==> src/rtl/phase_ramp_ctrl.sv <==
// rtl/phase_ramp_ctrl.sv - loop sequencer for the gyro phase-ramp generator
//
// Runs the modulation period counter, emits the square-wave modulation and the
// per-period ramp trigger, integrates demodulated rate error into the ramp step
// and sequences IDLE -> OPEN -> CLOSE (-> FAULT on sustained saturation).
//
// Ports:
//   i_clk, i_rst_n   clock, asynchronous active-low reset
//   i_en             loop enable; low returns to IDLE and clears the loop state
//   i_half_period    clocks per modulation half period (min 2), latched leaving IDLE
//   i_mod_amp        signed modulation amplitude
//   i_settle         open-loop periods before closing (min 1), latched leaving IDLE
//   i_err/i_err_vld  signed demodulated error sample and its strobe
//   i_gain_sh        integrator gain as an arithmetic right shift of i_err
//   o_trig           one-cycle ramp trigger per period
//   o_mod            +amp / -amp / 0
//   o_step           signed ramp step, updated at period start
//   o_fb_on          feedback enable
//   o_state          0 IDLE, 1 OPEN, 2 CLOSE, 3 FAULT
//   o_sat            high in FAULT
module phase_ramp_ctrl #(
    parameter int OUTPUT_BIT = 16,
    parameter int ERR_BIT    = 24,
    parameter int FRAC_BIT   = 8,
    parameter int CNT_BIT    = 16,
    parameter int SAT_LIMIT  = 8
) (
    input  logic                  i_clk,
    input  logic                  i_rst_n,
    input  logic                  i_en,
    input  logic [CNT_BIT-1:0]    i_half_period,
    input  logic [OUTPUT_BIT-1:0] i_mod_amp,
    input  logic [CNT_BIT-1:0]    i_settle,
    input  logic [ERR_BIT-1:0]    i_err,
    input  logic                  i_err_vld,
    input  logic [4:0]            i_gain_sh,
    output logic                  o_trig,
    output logic [OUTPUT_BIT-1:0] o_mod,
    output logic [OUTPUT_BIT-1:0] o_step,
    output logic                  o_fb_on,
    output logic [1:0]            o_state,
    output logic                  o_sat
);

    localparam int ACC_BIT = OUTPUT_BIT + FRAC_BIT;
    localparam int SUM_W   = ((ACC_BIT > ERR_BIT) ? ACC_BIT : ERR_BIT) + 1;
    localparam int SAT_W   = $clog2(SAT_LIMIT + 1);

    localparam logic signed [ACC_BIT-1:0] ACC_MAX = {1'b0, {(ACC_BIT-1){1'b1}}};
    localparam logic signed [ACC_BIT-1:0] ACC_MIN = {1'b1, {(ACC_BIT-1){1'b0}}};
    localparam logic signed [SUM_W-1:0]   SUM_MAX = {{(SUM_W-ACC_BIT+1){1'b0}}, {(ACC_BIT-1){1'b1}}};
    localparam logic signed [SUM_W-1:0]   SUM_MIN = {{(SUM_W-ACC_BIT+1){1'b1}}, {(ACC_BIT-1){1'b0}}};

    typedef enum logic [1:0] {
        IDLE  = 2'd0,
        OPEN  = 2'd1,
        CLOSE = 2'd2,
        FAULT = 2'd3
    } state_t;

    state_t                     state;
    logic [CNT_BIT:0]           cnt;
    logic [CNT_BIT-1:0]         h_reg;
    logic [CNT_BIT-1:0]         settle_reg;
    logic [CNT_BIT-1:0]         trig_cnt;
    logic [SAT_W-1:0]           sat_cnt;
    logic signed [ACC_BIT-1:0]  acc;

    logic [CNT_BIT:0]           cnt_last;
    logic signed [SUM_W-1:0]    err_ext;
    logic signed [SUM_W-1:0]    err_sh;
    logic signed [SUM_W-1:0]    acc_ext;
    logic signed [SUM_W-1:0]    sum;
    logic signed [ACC_BIT-1:0]  acc_next;
    logic                       sat_hit;

    assign o_state  = state;
    assign cnt_last = {h_reg, 1'b0} - (CNT_BIT+1)'(1);

    // Sum is one bit wider than either operand so the clamp sees the true result.
    always_comb begin
        err_ext  = {{(SUM_W-ERR_BIT){i_err[ERR_BIT-1]}}, i_err};
        err_sh   = err_ext >>> i_gain_sh;
        acc_ext  = {{(SUM_W-ACC_BIT){acc[ACC_BIT-1]}}, acc};
        sum      = acc_ext + err_sh;
        acc_next = sum[ACC_BIT-1:0];
        if (sum > SUM_MAX) begin
            acc_next = ACC_MAX;
        end else if (sum < SUM_MIN) begin
            acc_next = ACC_MIN;
        end
        sat_hit  = (sum >= SUM_MAX) || (sum <= SUM_MIN);
    end

    always_ff @(posedge i_clk or negedge i_rst_n) begin
        if (!i_rst_n) begin
            state      <= IDLE;
            cnt        <= '0;
            h_reg      <= '0;
            settle_reg <= '0;
            trig_cnt   <= '0;
            sat_cnt    <= '0;
            acc        <= '0;
            o_trig     <= 1'b0;
            o_mod      <= '0;
            o_step     <= '0;
            o_fb_on    <= 1'b0;
            o_sat      <= 1'b0;
        end else if (!i_en) begin
            // Disable overrides every other event, including a coincident sample.
            state    <= IDLE;
            cnt      <= '0;
            trig_cnt <= '0;
            sat_cnt  <= '0;
            acc      <= '0;
            o_trig   <= 1'b0;
            o_mod    <= '0;
            o_step   <= '0;
            o_fb_on  <= 1'b0;
            o_sat    <= 1'b0;
        end else if (state == IDLE) begin
            state      <= OPEN;
            h_reg      <= (i_half_period < CNT_BIT'(2)) ? CNT_BIT'(2) : i_half_period;
            settle_reg <= (i_settle == '0) ? CNT_BIT'(1) : i_settle;
        end else begin
            // Outputs are decoded from the pre-increment count, so they lag cnt by one clock.
            cnt    <= (cnt == cnt_last) ? '0 : cnt + (CNT_BIT+1)'(1);
            o_mod  <= (cnt < {1'b0, h_reg}) ? i_mod_amp : -i_mod_amp;
            o_trig <= (cnt == cnt_last);
            case (state)
                OPEN: begin
                    // Counting the registered trigger puts CLOSE one cycle after that pulse.
                    if (o_trig) begin
                        if (({1'b0, trig_cnt} + (CNT_BIT+1)'(1)) >= {1'b0, settle_reg}) begin
                            state   <= CLOSE;
                            o_fb_on <= 1'b1;
                        end else begin
                            trig_cnt <= trig_cnt + CNT_BIT'(1);
                        end
                    end
                end
                CLOSE: begin
                    if (sat_cnt == SAT_W'(SAT_LIMIT)) begin
                        state   <= FAULT;
                        o_fb_on <= 1'b0;
                        o_sat   <= 1'b1;
                        o_step  <= '0;
                    end else begin
                        if (i_err_vld) begin
                            acc     <= acc_next;
                            sat_cnt <= sat_hit ? sat_cnt + SAT_W'(1) : '0;
                        end
                        // Step takes the accumulator as it stood before this clock's sample.
                        if (cnt == '0) begin
                            o_step <= acc[ACC_BIT-1:FRAC_BIT];
                        end
                    end
                end
                default: ;
            endcase
        end
    end

endmodule

==> config.mk <==
export PLATFORM = sky130hd
export DESIGN_NAME = phase_ramp_ctrl
export DESIGN_NICKNAME = d
export VERILOG_FILES = /design/src/rtl/phase_ramp_ctrl.sv
export SDC_FILE = /design/constraint.sdc
export NUM_CORES = 1
export LEC_CHECK = 0
export ABC_CLOCK_PERIOD_IN_PS = 5760
export BUFFER_PORTS_ARGS = -buffer_cell sky130_fd_sc_hd__buf_4
export CAP_MARGIN = 30
export CORE_MARGIN = 5
export CORE_UTILIZATION = 65
export CTS_BUF_LIST = sky130_fd_sc_hd__clkbuf_16
export DETAILED_ROUTE_END_ITERATION = 10
export PLACE_DENSITY = 0.87
export SYNTH_ARGS = -nofsm -noshare
export SYNTH_HDL_FRONTEND = slang
export SYNTH_SLANG_ARGS = --single-unit
==> constraint.sdc <==
create_clock -name i_clk -period 5.76 [get_ports i_clk]
set_clock_uncertainty 0.15 [all_clocks]
set_input_delay 0.576 -clock i_clk [delete_from_list [all_inputs] [get_ports i_clk]]
set_output_delay 0.576 -clock i_clk [all_outputs]
set_load 0.05 [all_outputs]
**Word level (Yosys, flattened, before mapping)**

Index checks and enable logic that the tools add are counted.

- Register bits: 130
- Latch bits: 0
- Bits in writable memories: 0
- ROM bits: 0
- Bits of input ports: 81
- Output and inout port bits: 37
- Logic and storage cells: 108
- Memories: 0

- Add/subtract/negate cells: 7
- Multiply operators: 0
- Div/mod/pow operators: 0
- Magnitude comparators: 7
- Equality and inequality tests: 21
- Shifts and indexed selects: 1
- Multiplexer cells: 49
- Bitwise gates (word level): 0
- Reduce and logical (&&, ||, !) cells: 11

Operators by type and width:

| cell | number |
|---|---|
| two-way mux 16 bit | 15 |
| two-way mux 24 bit | 7 |
| two-way mux 17 bit | 3 |
| adder 24 x 25 -> 25 bit | 1 |
| greater-or-equal comparator 25 x 24 -> 1 bit, second input constant | 1 |
| greater-than comparator 25 x 24 -> 1 bit, second input constant | 1 |
| <= comparator 25 x 24 -> 1 bit, second input constant | 1 |
| < comparator 25 x 24 -> 1 bit, second input constant | 1 |
| >>> shifter 24 x 5 -> 25 bit | 1 |
| two-way mux 4 bit | 6 |
| adder 16 x 1 -> 17 bit, second input constant | 1 |
| adder 17 x 1 -> 17 bit, second input constant | 1 |
| == test 17 bit | 1 |
| greater-or-equal comparator 17 x 16 -> 1 bit | 1 |
| zero test 17 bit | 1 |
| < comparator 17 x 16 -> 1 bit | 1 |
| subtractor 17 x 1 -> 17 bit, second input constant | 1 |
| adder 16 x 1 -> 16 bit, second input constant | 1 |
| zero test 16 bit | 1 |
| < comparator 16 x 2 -> 1 bit, second input constant | 1 |
| negation 16 bit | 1 |
| inequality test 4 bit, second input constant | 3 |
| AND reduction 4 bit | 3 |
| two-way mux 1 bit | 11 |
| 17 further kinds | 31 |

**Logic depth before layout (Yosys ltp)**

- Depth after elaboration: 10
- Gate-level depth with buffers: 22
- Depth with buffers taken out: 19

**Worst setup path after synthesis**

Ideal clock, no wire load.

- Path type: input -> register
- From: input i_gain_sh[1]
- To: register sat_cnt[1]
- Setup time: 0.068 ns
- Arrival time: 4.871 ns
- Required time: 5.542 ns
- Path slack: 0.672 ns
- Stages on the path: 18
- Path buffers: 2
- Path through: clkbuf_1 -> buf_1 -> mux2i_1 -> nand2_1 -> a21oi_1 -> a21oi_1 -> mux4_2 -> ha_1 -> nand2b_1 -> a211oi_2 -> o2111ai_1 -> a311oi_1 -> o32ai_1 -> xnor2_1 -> or4_4 -> nor4_4 -> or3_4 -> a32o_1

- Longest elaborated chain between the ends: 10
- Elaborated cells between the ends (all ways): 11
- Those cells by class: 1 x add/sub; 2 x order compare; 1 x shift; 6 x mux; 1 x reduce/logical

Ends and longest elaborated chain:

| what | line | source |
|---|---|---|
| from (decl) | 36 | `input logic [4:0] i_gain_sh,` |
| >>> shifter 24 x 5 -> 25 bit * | 83 | `err_sh = err_ext >>> i_gain_sh;` |
| adder 24 x 25 -> 25 bit * | 85 | `sum = acc_ext + err_sh;` |
| greater-or-equal comparator 25 x 24 -> 1 bit or <= comparator 25 x 24 -> 1 bit (tied branches) | 92 | `sat_hit = (sum >= SUM_MAX) \|\| (sum <= SUM_MIN);` |
| logical OR 1 bit * | 92 |  |
| two-way mux 4 bit * | 151 | `sat_cnt <= sat_hit ? sat_cnt + SAT_W'(1) : '0;` |
| two-way mux 4 bit * | 149 | `if (i_err_vld) begin` |
| two-way mux 4 bit * | 143 | `if (sat_cnt == SAT_W'(SAT_LIMIT)) begin` |
| two-way mux 4 bit * | 130 | `case (state)` |
| two-way mux 4 bit * | 121 | `end else if (state == IDLE) begin` |
| two-way mux 4 bit * | 109 | `end else if (!i_en) begin` |
| to (signal assigned) | 151 |  |
| to (decl) | 66 | `logic [SAT_W-1:0] sat_cnt;` |

Every way passes the cells marked *; elsewhere a longest branch is shown, timed or not. The select of a mux whose other input is x is not followed.
A chain may end at the register's enable or synchronous reset.

**Worst setup path in the final report**

- From: input i_gain_sh[2]
- To: register sat_cnt[1]

Same word-level chain as after synthesis.

==> summary.txt <==
Route
  – Final ANT Viol Nets: 0
  – Vias per cell: 6.61
  – Initial DRC Count: 1009
  – Routed length per instance: 19.4 um
  – Vias: 10500
  – Final wirelength: 30.7 mm
  – Pre-antenna DRT Iters: 6
  – DRC: 0

Global route
  – Initial antenna violation count: 0
  – Total track usage: 32.8%
  – GR Overflow Total: 0
  – Pin count of the biggest net entering global routing: 56
  – Vias in the first global route: 10100
  – Global-route wire length before repair: 49.2 mm

Timing
  – Setup TNS: 0 ns
  – Fin. Hold Viols: 0
  – Slew Viols, Final: 0
  – Final worst slack: 0.619 ns
  – Slew @ Worst Pin: 1.08 ns
  – Final period utilization: 89.3%
  – Max_slew headroom: 27.7%
  – Fin crit period: 5.14 ns
  – Final setup vio count: 0
  – Maximum clock frequency: 0.195 GHz
  – RSZ-0062 raised after global routing: no
  – Final hold slack: 0.214 ns

Yosys
  – Main synth FF type: dfrtp_1
  – Syn Nets: 1426
  – Cell taking the most area after synthesis: dfrtp_1
  – Area fraction of the dominant cell type after synthesis: 31.2%
  – Synthesized flop and latch total: 130
  – Synthesis Warnings: 0
  – Most frequent cells after synthesis: nand2_1, o21ai_0, dfrtp_1
  – Post-Synthesis Cell Area: 10400 um^2
  – Synth top area cells: dfrtp_1, ha_1, o21ai_0, nand2_1, a21oi_1
  – Most frequent cell after synthesis: nand2_1
  – Post-synth cell types: 81
  – Post-synth ARST share: 100%
  – Cells after synthesis: 1278
  – Syn Area/Cell: 8.16 um^2
  – EDFF count, synth: 0
  – Sequential element share of the synthesized area: 31.2%

Hold path
  – Worst hold stages: 3
  – HP Start: i_half_period[12]
  – Worst hold endpoint: h_reg[12]
  – Hold WC Path Type: in -> reg

Run
  – Max-Cap Viols: 0

Power and ir drop
  – Max VDD drop: 0.000293 V
  – P_leak: 0.00556 uW
  – PD cells: 334 nW/um^2

Floorplanning
  – Initial Utilization: 65.9%
  – Io pins: 118
  – Die height: 137 um
  – Core Box Area: 15800 um^2
  – Die Span X: 137 um
  – Die area: 18700 um^2
  – Cell Rows: 46

Clocking
  – Number of buffers created by CTS: 17
  – CTS root buf: clkbuf_16
  – Clk buf depth: 2
  – Post-CTS setup buffers: 0
  – Worst-path clk slew: 0.06 ns
  – CTS tree: yes
  – Post-CTS Resized: 0
  – H-tree Lvls: 4
  – Clk Latency, worst-skew pair: 0.43 ns
  – CTS sink cnt: 130

Setup path
  – Critical path fanouts, max: 22
  – Setup crit end kind: register
  – Crit start category: input port
  – Required time worst endpoint: 5.92 ns
  – Worst Path Arrival: 5.30 ns
  – Path depth of the worst reg2reg path: 18
  – R2R Setup Slk: 1.18 ns
  – R2r startpoint: trig_cnt[0]
  – R2r endpoint: trig_cnt[10]
  – Classification of the worst setup path: in -> reg

Cells and area
  – Ant diodes: 0
  – Fin nets: 1501
  – Register area: 3250 um^2
  – Biggest regs: acc: 24 flops, cnt: 17 flops
  – Multi-input gate area: 6660 um^2
  – Largest register by flop count: acc
  – Share of cells above drive strength 1: 15.0%
  – Area grow syn2layout: 15.0%
  – Largest register FFs: 24
  – Fillcell total: 1193

Placement
  – Port Buffers: 117
  – Setup slack after placement: 0.226 ns
  – Routability cong.: 0.958
  – Hpwl dp: 22.1 mm

Outcome
  – Result of the run: completed
[where the power goes]
part | internal, uW | switching, uW | total, uW
sequential | 1080 | 158 | 1240
clock | 631 | 430 | 1060
combinational | 590 | 1110 | 1700
total | 2300 | 1700 | 4010
[through the flow]
stage               area, um^2  power, uW  cells  util [%]
finish                   12000       4010   1581      75.8
CTS                      12000       3970   1581      75.8
global placement         11400       2830   1547      71.9
global route             12000       4210   1581      75.8
floorplan                10400       2410   1278         -
detailed placement       11400       2890   1549      72.1
[worst max-delay path by stage]
stage,startpoint,endpoint,slack (ns),depth (start not counted)
after floorplan,i_gain_sh[1],sat_cnt[1],0.67,18
after global placement,i_gain_sh[2],sat_cnt[3],0.41,17
after detailed placement,i_gain_sh[2],sat_cnt[1],0.23,17
after CTS,i_gain_sh[2],sat_cnt[1],0.66,17
after global routing,i_gain_sh[2],sat_cnt[2],0.21,17
final,i_gain_sh[2],sat_cnt[1],0.62,17
[cell families (layout without fill, tap and decap cells)]
group	after synthesis	in the layout	synth area share, %
buf+inv	139	226	5.15
mux	44	44	5.55
simple gates	453	453	22.0
xor+xnor	52	52	4.37
flops	130	130	31.2
fa+ha+maj	68	68	8.21
compound gates	392	392	23.5
[area by class of cell]
class	count	share of cell area [%]
tap	216	2.25
multi-input combinational	1009	55.5
timing repair buffer	130	8.35
sequential	130	27.1
clock buffer	17	3.55
inverter	65	2.03
clock inverter	14	1.19
[per-layer routing]
metal	GRT usage [%]	part of all wire [%]	wire (um)	up-vias
met3	5.26	7.7	2380	96
met2	57.0	49	15100	524
met1	41.2	40	12200	4974
met5	0	0	0	-
li1	-	-	-	4858
met4	11.6	3.3	1000	0
[critical path, cell delays in order]
cell and delay (ns):
buf_4 0.21, clkinv_1 0.43, o21ai_0 0.45, mux4_2 0.32, ha_1 0.18, inv_1 0.06, fa_1 0.40, nand2b_1 0.19
a211oi_2 0.45, o2111ai_1 0.22, a311oi_1 0.40, o32ai_1 0.17, xnor2_1 0.20, and4_2 0.22, and4_1 0.24, or3_4 0.35
a32o_1 0.25
[what timing repair did]
action	4_1_cts	5_1_grt
hold buffers	1	0
endpoints found under the setup margin	0	0
hold endpoints to repair	35	0
[cell usage in the layout (no fill, tap or decap), types with 15 or more instances in the layout]
cell type and instances:
nor2_1 62, dfrtp_1 130, o211ai_1 17, nand3_1 32, nand2b_1 15, a21oi_1 87
inv_1 63, and3_1 34, clkbuf_16 17, xnor2_1 28, buf_4 127, mux2i_1 23
nand2_1 156, o21ai_0 134, ha_1 66, nor3_1 31, nor4_1 31, xor2_1 24
a22o_1 20, or3_1 15, nand4_1 18
No activity file was read; power rests on OpenSTA's default activity.
